`src/rtl/signed_divider_if.sv`:
```
// Operand/result bundle for the sequential signed divider.
// master drives the request side; slave is the divider itself.
interface signed_divider_if #(
    parameter int WIDTH = 16
);
    logic             start;
    logic [WIDTH-1:0] A;
    logic [WIDTH-1:0] B;
    logic [WIDTH-1:0] Quotient;
    logic [WIDTH-1:0] Remainder;
    logic             busy;
    logic             done;
    logic             div_by_zero;
    logic             overflow;

    modport master (
        output start, A, B,
        input  Quotient, Remainder, busy, done, div_by_zero, overflow
    );

    modport slave (
        input  start, A, B,
        output Quotient, Remainder, busy, done, div_by_zero, overflow
    );
endinterface

```
`src/rtl/signed_divider.sv`:
```
// Signed restoring divider, one quotient bit per clock on operand magnitudes.
// Latency WIDTH+2 from accepting edge to done; start is ignored while busy.
module signed_divider #(
    parameter int WIDTH = 16
) (
    input  logic            clk,
    input  logic            rst,
    signed_divider_if.slave bus
);
    localparam int CW = (WIDTH > 2) ? $clog2(WIDTH) : 1;

    typedef enum logic [1:0] {
        IDLE,
        CALC,
        FIX
    } state_e;

    state_e           state_q, state_d;
    logic [CW-1:0]    cnt_q, cnt_d;
    logic [WIDTH-1:0] rem_q, rem_d;
    logic [WIDTH-1:0] dvd_q, dvd_d;
    logic [WIDTH-1:0] bmag_q, bmag_d;
    logic [WIDTH-1:0] a_q, a_d;
    logic             sgnq_q, sgnq_d;
    logic             sgnr_q, sgnr_d;
    logic             zero_q, zero_d;
    logic             ovf_q, ovf_d;
    logic [WIDTH-1:0] quo_q, quo_d;
    logic [WIDTH-1:0] remo_q, remo_d;
    logic             done_q, done_d;
    logic             dbz_q, dbz_d;
    logic             ovfo_q, ovfo_d;

    logic [WIDTH:0]   shifted;
    logic [WIDTH:0]   trial;
    logic [WIDTH-1:0] most_neg;

    assign most_neg = {1'b1, {(WIDTH-1){1'b0}}};
    // Partial remainder stays below |B| <= 2^(WIDTH-1), so WIDTH+1 bits never wrap.
    assign shifted  = {rem_q, dvd_q[WIDTH-1]};
    assign trial    = shifted - {1'b0, bmag_q};

    always_comb begin
        state_d = state_q;
        cnt_d   = cnt_q;
        rem_d   = rem_q;
        dvd_d   = dvd_q;
        bmag_d  = bmag_q;
        a_d     = a_q;
        sgnq_d  = sgnq_q;
        sgnr_d  = sgnr_q;
        zero_d  = zero_q;
        ovf_d   = ovf_q;
        quo_d   = quo_q;
        remo_d  = remo_q;
        done_d  = 1'b0;
        dbz_d   = dbz_q;
        ovfo_d  = ovfo_q;

        unique case (state_q)
            IDLE: begin
                if (bus.start) begin
                    state_d = CALC;
                    sgnq_d  = bus.A[WIDTH-1] ^ bus.B[WIDTH-1];
                    sgnr_d  = bus.A[WIDTH-1];
                    dvd_d   = bus.A[WIDTH-1] ? -bus.A : bus.A;
                    bmag_d  = bus.B[WIDTH-1] ? -bus.B : bus.B;
                    a_d     = bus.A;
                    rem_d   = '0;
                    cnt_d   = '0;
                    zero_d  = (bus.B == '0);
                    ovf_d   = (bus.A == most_neg) && (bus.B == '1);
                end
            end
            CALC: begin
                if (!trial[WIDTH]) begin
                    rem_d = WIDTH'(trial);
                    dvd_d = {dvd_q[WIDTH-2:0], 1'b1};
                end else begin
                    rem_d = WIDTH'(shifted);
                    dvd_d = {dvd_q[WIDTH-2:0], 1'b0};
                end
                cnt_d = cnt_q + 1'b1;
                if (cnt_q == CW'(WIDTH-1)) begin
                    state_d = FIX;
                end
            end
            FIX: begin
                state_d = IDLE;
                done_d  = 1'b1;
                dbz_d   = zero_q;
                ovfo_d  = ovf_q && !zero_q;
                if (zero_q) begin
                    quo_d  = '1;
                    remo_d = a_q;
                end else if (ovf_q) begin
                    quo_d  = most_neg;
                    remo_d = '0;
                end else begin
                    quo_d  = sgnq_q ? -dvd_q : dvd_q;
                    remo_d = sgnr_q ? -rem_q : rem_q;
                end
            end
            default: state_d = IDLE;
        endcase
    end

    always_ff @(posedge clk) begin
        if (rst) begin
            state_q <= IDLE;
            cnt_q   <= '0;
            rem_q   <= '0;
            dvd_q   <= '0;
            bmag_q  <= '0;
            a_q     <= '0;
            sgnq_q  <= 1'b0;
            sgnr_q  <= 1'b0;
            zero_q  <= 1'b0;
            ovf_q   <= 1'b0;
            quo_q   <= '0;
            remo_q  <= '0;
            done_q  <= 1'b0;
            dbz_q   <= 1'b0;
            ovfo_q  <= 1'b0;
        end else begin
            state_q <= state_d;
            cnt_q   <= cnt_d;
            rem_q   <= rem_d;
            dvd_q   <= dvd_d;
            bmag_q  <= bmag_d;
            a_q     <= a_d;
            sgnq_q  <= sgnq_d;
            sgnr_q  <= sgnr_d;
            zero_q  <= zero_d;
            ovf_q   <= ovf_d;
            quo_q   <= quo_d;
            remo_q  <= remo_d;
            done_q  <= done_d;
            dbz_q   <= dbz_d;
            ovfo_q  <= ovfo_d;
        end
    end

    assign bus.Quotient    = quo_q;
    assign bus.Remainder   = remo_q;
    assign bus.busy        = (state_q != IDLE);
    assign bus.done        = done_q;
    assign bus.div_by_zero = dbz_q;
    assign bus.overflow    = ovfo_q;
endmodule

```
`src/flat_wrapper.sv`:
```
// flat-port wrapper written by rule: the top's interface ports become plain ports
module signed_divider_flat 
#(
    parameter int WIDTH = 16
)
  (clk, rst, bus_start, bus_A, bus_B, bus_Quotient, bus_Remainder, bus_busy, bus_done, bus_div_by_zero, bus_overflow);
  signed_divider_if #(.WIDTH(WIDTH)) bus_i ();
  input  logic clk;
  input  logic rst;
  input wire logic [$bits(bus_i.start)-1:0] bus_start;
  input wire logic [$bits(bus_i.A)-1:0] bus_A;
  input wire logic [$bits(bus_i.B)-1:0] bus_B;
  output wire logic [$bits(bus_i.Quotient)-1:0] bus_Quotient;
  output wire logic [$bits(bus_i.Remainder)-1:0] bus_Remainder;
  output wire logic [$bits(bus_i.busy)-1:0] bus_busy;
  output wire logic [$bits(bus_i.done)-1:0] bus_done;
  output wire logic [$bits(bus_i.div_by_zero)-1:0] bus_div_by_zero;
  output wire logic [$bits(bus_i.overflow)-1:0] bus_overflow;
  assign bus_i.start = bus_start;
  assign bus_i.A = bus_A;
  assign bus_i.B = bus_B;
  assign bus_Quotient = bus_i.Quotient;
  assign bus_Remainder = bus_i.Remainder;
  assign bus_busy = bus_i.busy;
  assign bus_done = bus_i.done;
  assign bus_div_by_zero = bus_i.div_by_zero;
  assign bus_overflow = bus_i.overflow;
  signed_divider #(.WIDTH(WIDTH)) u_core (.clk(clk), .rst(rst), .bus(bus_i));
endmodule
```
`config.mk`:
```
export PLATFORM = sky130hd
export DESIGN_NAME = signed_divider_flat
export DESIGN_NICKNAME = d
export VERILOG_FILES = /design/src/rtl/signed_divider_if.sv /design/src/rtl/signed_divider.sv /design/src/flat_wrapper.sv
export SDC_FILE = /design/constraint.sdc
export NUM_CORES = 1
export LEC_CHECK = 0
export ABC_AREA = 1
export BUFFER_PORTS_ARGS = -buffer_cell sky130_fd_sc_hd__buf_2
export CELL_PAD_IN_SITES_DETAIL_PLACEMENT = 1
export CELL_PAD_IN_SITES_GLOBAL_PLACEMENT = 1
export CORE_MARGIN = 2
export CORE_UTILIZATION = 42
export CTS_CLUSTER_DIAMETER = 50
export DETAILED_ROUTE_END_ITERATION = 6
export GPL_ROUTABILITY_DRIVEN = 1
export GPL_TIMING_DRIVEN = 0
export HOLD_SLACK_MARGIN = 0.05
export PLACE_DENSITY_LB_ADDON = 0.1
export SLEW_MARGIN = 10
export SYNTH_ARGS = -nofsm -noshare
export SYNTH_HDL_FRONTEND = slang
export SYNTH_SLANG_ARGS = --single-unit
```
`constraint.sdc`:
```
create_clock -name clk -period 2.94 [get_ports clk]
set_clock_uncertainty 0.15 [all_clocks]
set_input_delay 0.147 -clock clk [delete_from_list [all_inputs] [get_ports clk]]
set_output_delay 0.147 -clock clk [all_outputs]
set_load 0.005 [all_outputs]
```
# After elaboration in Yosys (flattened, before gate mapping)
# Cells that the tools add are included.
# word_totals
input_bits	35
out_inout_bits	36
reg_bits	109
elab_cells	59
# op_classes
bitwise_logic	1
reduce_logical	10
addsub	6
eq_ne	7
mux	20
# op_table
operator	count
two-way mux 16 bit	11
negation 16 bit	4
one-hot mux 16 bit (2 select lines)	2
equality test 16 bit, second input constant	2
subtractor 17 x 16 -> 17 bit	1
logical NOT 16 bit	1
one-hot mux 4 bit (2 select lines)	1
AND reduction 2 bit	3
adder 4 x 1 -> 4 bit, second input constant	1
equality test 4 bit, second input constant	1
two-way mux 2 bit	2
two-way mux 4 bit	1
one-hot mux 2 bit (2 select lines)	1
nonzero test 2 bit	2
equality test 2 x 1 -> 1 bit, second input constant	1
equality test 2 bit, second input constant	1
logical AND 1 bit	2
logical NOT 2 bit	1
two-way mux 1 bit	2
inequality test 2 x 1 -> 1 bit, second input constant	1
inequality test 2 bit, second input constant	1
logical NOT 1 bit	1
bitwise XOR 1 bit	1

# Longest topological paths before layout
# Gate-level depths: netlist of the first run.
# depth
ltp_word	4
ltp_mapped	16

# Worst setup path after synthesis of the first run
# No wires, ideal clock.
# synth_timing
path_kind	register to register
startpoint	register u_core.dvd_q[15]
endpoint	register u_core.rem_q[4]
setup_time_ps	112
synth_period_minus_slack_ps	2173
arrival_ps	1911
path_slack_ps	767
required_ps	2678
path_stages_with_launch	17
n_path_buf	1
cell_sequence	dfxtp_1 inv_1 ha_1 fa_1 inv_1 nand3_1 nand2_2 nand2_1 nand2_2 nand2_2 nand2_2 nand2_4 nand2_4 buf_12 nand2_2 nand3_2 nand2_1
# synth_via
elab_chain_cells	3
# synth_lines
item	line_no	rtl
start: declaration	signed_divider.sv:21	logic [WIDTH-1:0] dvd_q, dvd_d;
start signal: assignment	signed_divider.sv:129	dvd_q <= dvd_d;
subtractor 17 x 16 -> 17 bit	signed_divider.sv:41	assign trial = shifted - {1'b0, bmag_q};
two-way mux 16 bit	signed_divider.sv:76	if (!trial[WIDTH]) begin
one-hot mux 16 bit (2 select lines)	signed_divider.sv:60	unique case (state_q)
end signal: assignment	signed_divider.sv:128	rem_q <= rem_d;
end: declaration	signed_divider.sv:20	logic [WIDTH-1:0] rem_q, rem_d;
# No other way between the ends.
# A chain may end at the register's enable or synchronous reset.

# Final worst setup path of the first run
# layout_timing
startpoint	register u_core.dvd_q[15]
endpoint	register u_core.rem_q[8]
# The elaborated chain is that of the path after synthesis.

==> qor.txt, run 1 <==
Clock root cell: clkbuf_16
Most frequent cells in the layout: nand2_1 (284), inv_1 (140), dfxtp_1 (108)
Fin crit share: 87.3%
CTS Hold Buffers Added: 23
Post-synth EDFFs: 0
Outcome: complete, no violations
Boundary pin count: 71
Layout area overhead: 16.5%
Final setup TNS: 0 ns
Ratio of cells with drive above 1 in the final layout: 12.8%
Largest family of logic cells by synthesized area: simple AND/OR/NAND/NOR gates
Slew Viols, Final: 0
Setup CP Type: reg2reg
Post-DRT Antenna Nets: 0
Post-synthesis mux area share: 0%
Die ar.: 0.0174 mm2
Global placer's final weighted congestion: 0.890
Leading cell type in the layout, fill and taps excluded: nand2_1
First-pass GRT wire length: 39500 um
Gate Count Post-Synth: 1060
Initial antenna violation count: 0
Core area: 0.0159 mm2
Largest net degree at the start of global routing: 21
Worst-Margin Slew: 0.832 ns
Crit path launch type: register
Layout net count: 1221
Async SR Flop Fraction: 0%
Cells resized by post-CTS repair: 0
GRT Total Usage: 28.9%
Sequential area share after synthesis: 31.5%
Vias in the first global route: 7457
Crit path required time: 3.05 ns
Net Count, Synth: 1118
# setup viols final: 0
Fin crit period: 2.57 ns
Hold WC Path Type: in2reg
Number of H-tree levels: 3
Max-cap check violation count: 0
Initial Util: 43.1%
Row cnt: 46
CTS tree: done
Synth Area in Simple Gates: 34.5%
Post-synthesis adder-cell area fraction: 4.30%
CP arrival: 2.68 ns
Vias per inst: 5.36
Mean Syn Cell Area: 6.48 um2
Max VDD drop: 0.669 mV
Unique masters post-synth: 48
Grt ovf: 0
Die span in x: 132 um
CTS Buf Count: 9
Post-CTS Setup Repair Bufs: 0
Fin. Hold Viols: 0
Initial DRC count: 409
DRC viols: 0
Via count: 7419
Post-DR wirelength/cell: 17.9 um
Post-synth top flop: dfxtp_1
Num Clock Sinks: 108
Crit. End Element: register
Die Span Y: 132 um
Compound-Gate Fraction of Synth Area: 16.3%
Synthesized flop and latch total: 108
Detailed Routing Iterations Pass 1: 5
Max-slew headroom: 44.5%
Synthesized area: 0.00687 mm2
Antenna Cells: 0
Fmax: 390 MHz
Total Power: 7.34 mW
Number of synthesis warnings: 0
Area share of xor/xnor cells in the synthesized design: 2.68%
Pwr per Cell Area: 917 mW/mm2
Post-Route WL: 24800 um
Worst-Skew Late Latency: 0.37 ns
Clk slew on worst S/H paths: 0.08 ns
Lkg Pwr: 3.89 nW
Final HPWL DP: 19700 um
CTS max path bufs: 2
Unrepaired setup endpoints after global routing: no
Worst-path maximum fanout: 10
IO Port Bufs: 69
[metal layers]
layer,part of all wire [%],vias to the layer above,global-route usage (%)
met5,0,-,0
met4,3.0,0,10.5
li1,-,3663,-
met1,46,3565,36.2
met3,2.9,40,4.11
met2,48,151,50.7
[cell usage after synthesis (13+ instances only)]
cell type / count / area, um2
a21oi_1: 54 / 270
a31oi_1: 16 / 100
clkbuf_1: 24 / 90.1
dfxtp_1: 108 / 2160
ha_1: 22 / 275
inv_1: 140 / 526
nand2_1: 284 / 1070
nand2_2: 18 / 113
nand3_1: 80 / 400
nand4_1: 15 / 93.8
nor2_1: 88 / 330
nor3_1: 13 / 65.1
o21ai_0: 65 / 325
xor2_1: 15 / 131
[cell type report]
class | count | area (um2)
multi-input cells | 765 | 3970
clock buffers | 9 | 225
fillers | 2189 | 7940
clock inverters | 7 | 65.1
repair buffers | 92 | 576
well taps | 216 | 270
inverters | 149 | 559
flip-flops and latches | 108 | 2160
plain buffers | 38 | 178
[critical path: stages (launching register included)]
cell	delay, ns
dfxtp_1	0.34
inv_1	0.13
ha_1	0.26
fa_1	0.41
inv_1	0.09
nand3_1	0.08
nand2_2	0.11
nand2_1	0.07
nand2_2	0.11
nand2_2	0.09
nand3_2	0.17
buf_4	0.21
nand3_1	0.12
nand3_2	0.08
nand2_1	0.05
[flip-flops by register name, indices dropped and copies added, names as in the netlist]
signal,count
u_core.bmag_q,16
u_core.bus.Quotient,16
u_core.bus.Remainder,16
u_core.dvd_q,16
u_core.rem_q,16
u_core.a_q,15
u_core.cnt_q,4
u_core.state_q,2
u_core.bus.div_by_zero,1
u_core.bus.done,1
u_core.bus.overflow,1
u_core.ovf_q,1
u_core.sgnq_q,1
u_core.sgnr_q,1
u_core.zero_q,1
[per-stage QoR]
step / hold slack [ns] / cell area [um2] / setup slack (ns) / cells / util, %
after floorplan: 0.139 / 6870 / 0.767 / 1060 / -
after global placement: 0.273 / 7480 / 0.447 / 1345 / 46.9
after detailed placement: 0.288 / 7480 / 0.399 / 1345 / 46.9
after CTS: 0.0556 / 8000 / 0.365 / 1384 / 50.2
after global routing: 0.0858 / 8000 / 0.174 / 1384 / 50.2
final: 0.0384 / 8000 / 0.373 / 1384 / 50.2
[worst paths after layout]
kind,startpoint,endpoint,slack (ns),cells after the start
setup / recovery,u_core.dvd_q[15],u_core.rem_q[8],0.37,14
hold / removal,bus_B[7],u_core.bmag_q[7],0.04,4
setup reg to reg,u_core.dvd_q[15],u_core.rem_q[8],0.37,14
hold reg to reg,u_core.a_q[6],u_core.a_q[6],0.31,2
[power breakdown]
group / switching [mW] / leakage (nW) / internal, mW
Clock: 0.652 / 0.140 / 0.598
Combinational: 2.80 / 2.87 / 1.46
Sequential: 0.194 / 0.881 / 1.63
[kinds of logic after synthesis]
| logic type | count (synthesis) |
|---|---|
| AO/OA/AOI/OAI | 188 |
| XOR/XNOR | 21 |
| adder cells (fa/ha/maj) | 23 |
| buffers and inverters | 187 |
| flip-flops | 108 |
| AND/OR/NAND/NOR | 533 |
(Power assumes the default switching activity.)
==> inputs of run 2 (changes only) <==
Settings changed: RECOVER_POWER from default to 100.
==> run 2 against run 1 <==
Net effect: wire length hardly changed; largest cell class unchanged; global-route usage is the same; via count up 0.22%.
==> qor.txt, run 2 (same netlist as run 1, synthesis figures left out) <==
Outcome: complete, no violations
CP arrival: 2.76 ns
Antenna Cells: 0
Largest net degree at the start of global routing: 21
Initial antenna violation count: 0
Cells on worst reg2reg path: 16
Reg area: 0.00216 mm2
Worst-Skew Late Latency: 0.37 ns
Worst slack at placement: 0.399 ns
Die Span Y: 132 um
Reg2reg end: u_core.rem_q[5]
Post-Route WL: 24800 um
Boundary pin count: 71
Unrepaired setup endpoints after global routing: no
Final setup TNS: 0 ns
Multi-input logic area: 0.00394 mm2
Cells resized by post-CTS repair: 0
Area post-placement: 0.00748 mm2
Fin crit period: 2.64 ns
Vias in the first global route: 7457
Die ar.: 0.0174 mm2
Row cnt: 46
First-pass GRT wire length: 39500 um
Fmax: 379 MHz
Post-DRT Antenna Nets: 0
Met3 wire len: 931 um
Crit path required time: 3.06 ns
Num Clock Sinks: 108
Worst-Margin Slew: 0.904 ns
Flop2flop setup slack: 0.30 ns
Number of H-tree levels: 3
Min-delay src: bus_B[7]
# setup viols final: 0
Met1 wire length: 11200 um
Global placer's final weighted congestion: 0.890
Layout net count: 1221
Grt ovf: 0
Max VDD drop: 0.652 mV
Layout area overhead: 15.9%
Final HPWL DP: 19700 um
Slew Viols, Final: 0
R2r startpoint: u_core.dvd_q[15]
CTS max path bufs: 2
Dpl cells: 1345
CTS Buf Count: 9
Clock root cell: clkbuf_16
Via count: 7435
Post-DR wirelength/cell: 17.9 um
Fin. Hold Viols: 0
Filler cell count: 2207
Vias per inst: 5.37
Final WS setup: 0.304 ns
Die span in x: 132 um
Fin area: 0.00795 mm2
Ratio of cells with drive above 1 in the final layout: 10.4%
Hold Crit Depth: 4
Crit path launch type: register
Hold WC Path Type: in2reg
Max-cap check violation count: 0
Clk slew on worst S/H paths: 0.08 ns
Crit. End Element: register
Pwr per Cell Area: 918 mW/mm2
Initial DRC count: 449
Non-filler instance count after layout: 1384
Worst-path maximum fanout: 10
DRC viols: 0
Hold endpoint: u_core.bmag_q[7]
IO Port Bufs: 69
Hold Slack: 0.0399 ns
GRT Total Usage: 28.9%
Detailed Routing Iterations Pass 1: 5
Most frequent cells in the layout: nand2_1 (288), inv_1 (144), dfxtp_1 (108)
CTS tree: done
Post-CTS Setup Repair Bufs: 0
Leading cell type in the layout, fill and taps excluded: nand2_1
Fin crit share: 89.7%
Setup CP Type: reg2reg
WL met2: 12000 um
Lkg Pwr: 3.83 nW
Core area: 0.0159 mm2
CTS Hold Buffers Added: 23
Initial Util: 43.1%
DR top layer: met4
Max-slew headroom: 39.1%
-- run 2: final cells by class --
cell class              count  share of cell area (%)
clock inverters             7                   0.818
plain buffers              38                    2.19
repair buffers             92                    7.03
flip-flops and latches    108                    27.2
well taps                 216                    3.40
inverters                 149                    7.03
clock buffers               9                    2.83
multi-input cells         765                    49.5
-- run 2: routing by layer --
| layer | up-vias | global-route usage (%) |
|---|---|---|
| met2 | 164 | 50.7 |
| met1 | 3562 | 36.2 |
| met5 | - | 0 |
| met4 | 0 | 10.5 |
| li1 | 3666 | - |
| met3 | 43 | 4.11 |
-- run 2: worst max path at each step --
stage	start	end	slack, ns	cells after the start
global placement	u_core.dvd_q[15]	u_core.rem_q[14]	0.45	15
global route	u_core.state_q[0]	u_core.bus.Remainder[10]	0.09	8
floorplan	u_core.dvd_q[15]	u_core.rem_q[4]	0.77	16
finish	u_core.dvd_q[15]	u_core.rem_q[5]	0.30	16
CTS	u_core.dvd_q[15]	u_core.rem_q[14]	0.37	15
detailed placement	u_core.dvd_q[15]	u_core.rem_q[14]	0.40	15
-- run 2: stage by stage --
stage               total power [mW]  utilization, %
global placement                5.96            46.9
detailed placement              6.06            46.9
CTS                             7.34            50.2
floorplan                       5.05               -
global route                    7.97            49.9
finish                          7.30            49.9
-- run 2: power breakdown --
part           total (mW)  switching (mW)  internal (mW)  leakage (nW)
clock network        1.25           0.649          0.598         0.140
logic                4.23            2.78           1.45          2.80
registers            1.82           0.193           1.63         0.881
total                7.30            3.62           3.68          3.83
-- run 2: critical path, stage by stage, from the launching register on --
cell and delay, ns:
dfxtp_1 0.34, inv_1 0.12, ha_1 0.26, fa_1 0.41, inv_1 0.09, nand3_1 0.08
nand2_2 0.11, nand2_1 0.06, nand2_1 0.15, nand2_2 0.11, nand2_2 0.10, nand2_4 0.10
nand2_4 0.13, buf_12 0.15, nand2_1 0.08, nand3_2 0.07, nand2_1 0.05
==> inputs of run 3 (changes only) <==
--- a/config.mk
+++ b/config.mk
@@ -9,2 +9,3 @@
 export BUFFER_PORTS_ARGS = -buffer_cell sky130_fd_sc_hd__buf_2
+export CAP_MARGIN = 20
 export CELL_PAD_IN_SITES_DETAIL_PLACEMENT = 1
@@ -20,2 +21,3 @@
 export RECOVER_POWER = 100
+export SKIP_CTS_REPAIR_TIMING = 1
 export SLEW_MARGIN = 10
==> constraint.sdc (replaced) <==
create_clock -name clk -period 2.94 [get_ports clk]
set_clock_uncertainty 0.15 [all_clocks]
set_input_delay 0.441 -clock clk [delete_from_list [all_inputs] [get_ports clk]]
set_output_delay 0.441 -clock clk [all_outputs]
set_load 0.005 [all_outputs]
==> run 3 against run 2 <==
Net effect: clock-buffer cell count unchanged; non-clock buffer count fell by 23; critical path depth unchanged; critical endpoint unchanged; largest cell class unchanged.
==> qor.txt, run 3 (same netlist as run 1, synthesis figures left out) <==
Antenna Cells: 0
Sw power: 3.61 mW
Max VDD drop: 0.651 mV
Worst-Margin Slew: 0.892 ns
Die ar.: 0.0174 mm2
First-pass GRT wire length: 38900 um
Largest net degree at the start of global routing: 21
Slowest cell delay on critical path: 0.41 ns
Unrepaired setup endpoints after global routing: no
Grt ovf: 0
Num Clock Sinks: 108
Outcome: complete, no violations
Post-DR wirelength/cell: 17.9 um
Cell Chain, Critical Path: inv_1 > ha_1 > fa_1 > inv_1 > nand3_1 > nand2_2 > nand2_1 > nand2_1 > nand2_2 > nand2_2 > nand2_4 > nand2_4 > buf_12 > nand2_1 > nand3_2 > nand2_1
Crit. End Element: register
Fin area: 0.00773 mm2
Fin crit period: 2.63 ns
Initial antenna violation count: 0
CP delay by family, top: simple AND/OR/NAND/NOR gates
Slew Viols, Final: 0
# setup viols final: 0
GRT Total Usage: 28.5%
Final WS setup: 0.310 ns
Crit path required time: 3.06 ns
Lkg Pwr: 3.74 nW
Worst-Skew Late Latency: 0.37 ns
Number of H-tree levels: 3
Max-slew headroom: 39.9%
Initial Util: 43.1%
CP Buf/Inv Count: 3
CP arrival: 2.75 ns
Worst-path maximum fanout: 10
IO Port Bufs: 69
Global placer's final weighted congestion: 0.890
Setup CP Type: reg2reg
Pwr per Cell Area: 941 mW/mm2
Sw Share: 49.6%
CTS max path bufs: 2
Most repeated library cell on the critical path: nand2_1
Fin crit share: 89.5%
Filler cell count: 2226
Initial DRC count: 414
Fin. Hold Viols: 0
Crit path launch type: register
Vias in the first global route: 7298
Detailed Routing Iterations Pass 1: 5
Max-cap check violation count: 0
Util after Layout: 48.5%
Final HPWL DP: 19700 um
Layout area overhead: 12.6%
Die span in x: 132 um
Post-Route WL: 24300 um
Area post-placement: 0.00748 mm2
Dpl cells: 1345
Final setup TNS: 0 ns
Fmax: 380 MHz
Vias per inst: 5.38
Leading cell type in the layout, fill and taps excluded: nand2_1
Row cnt: 46
Clock root cell: clkbuf_16
Layout net count: 1198
Reg area: 0.00216 mm2
Core area: 0.0159 mm2
Internal: 3.66 mW
Post-DRT Antenna Nets: 0
Multi-input logic area: 0.00394 mm2
Comb power frac: 57.8%
Clock power frac: 17.1%
Clk slew on worst S/H paths: 0.08 ns
Non-filler instance count after layout: 1361
Hold WC Path Type: in2reg
Slowest cell on crit path: fa_1
Die Span Y: 132 um
Most frequent cells in the layout: nand2_1 (286), inv_1 (143), dfxtp_1 (108)
Worst slack at placement: 0.399 ns
Boundary pin count: 71
CTS tree: done
DRC viols: 0
Reg power frac: 25.0%
Via count: 7317
CTS Buf Count: 9
Ratio of cells with drive above 1 in the final layout: 10.9%
==> run 3: worst paths after layout <==
kind | from | slack [ns] | cells past startpoint | end
setup / recovery | u_core.dvd_q[15] | 0.31 | 16 | u_core.rem_q[5]
hold / removal | bus_A[0] | 0.21 | 3 | u_core.dvd_q[0]
setup reg to reg | u_core.dvd_q[15] | 0.31 | 16 | u_core.rem_q[5]
hold reg to reg | u_core.a_q[6] | 0.31 | 2 | u_core.a_q[6]
==> run 3: stage by stage <==
step / total power, mW / hold WS (ns)
2_1_floorplan: 5.05 / 0.275
3_3_place_gp: 5.96 / 0.290
3_5_place_dp: 6.06 / 0.298
4_1_cts: 7.32 / 0.209
5_1_grt: 7.94 / 0.235
6_report: 7.27 / 0.212
==> run 3: worst min-delay path, delay by kind of cell <==
kind	cells	cell delay [ns]
and+or+nand+nor	1	0.07
buffers and inverters	1	0.10
AOI/OAI and AO/OA	1	0.09
==> run 3: final cells by class <==
class                           instances  share of cell area, %
Multi-Input combinational cell        765                   51.0
Inverter                              149                   7.24
Tap cell                              216                   3.50
Clock buffer                            9                   2.91
Sequential cell                       108                   28.0
Clock inverter                          7                  0.842
Buffer                                 38                   2.23
Timing Repair Buffer                   69                   4.29
==> run 3: power groups by stage <==
stage	clock network [mW]	registers, mW	logic (mW)
4_1_cts	1.25	1.82	4.25
3_3_place_gp	0	1.84	4.12
5_1_grt	1.32	1.84	4.79
2_1_floorplan	0	1.77	3.28
6_report	1.25	1.82	4.20
3_5_place_dp	0	1.85	4.21
==> run 3: per-layer routing <==
layer	GRT usage (%)	wire length [um]	part of all wire [%]	vias up
li1	-	-	-	3623
met1	36.0	10900	45	3481
met2	49.8	11700	48	170
met3	3.69	925	3.8	43
met4	10.5	774	3.2	0
met5	0	0	0	-
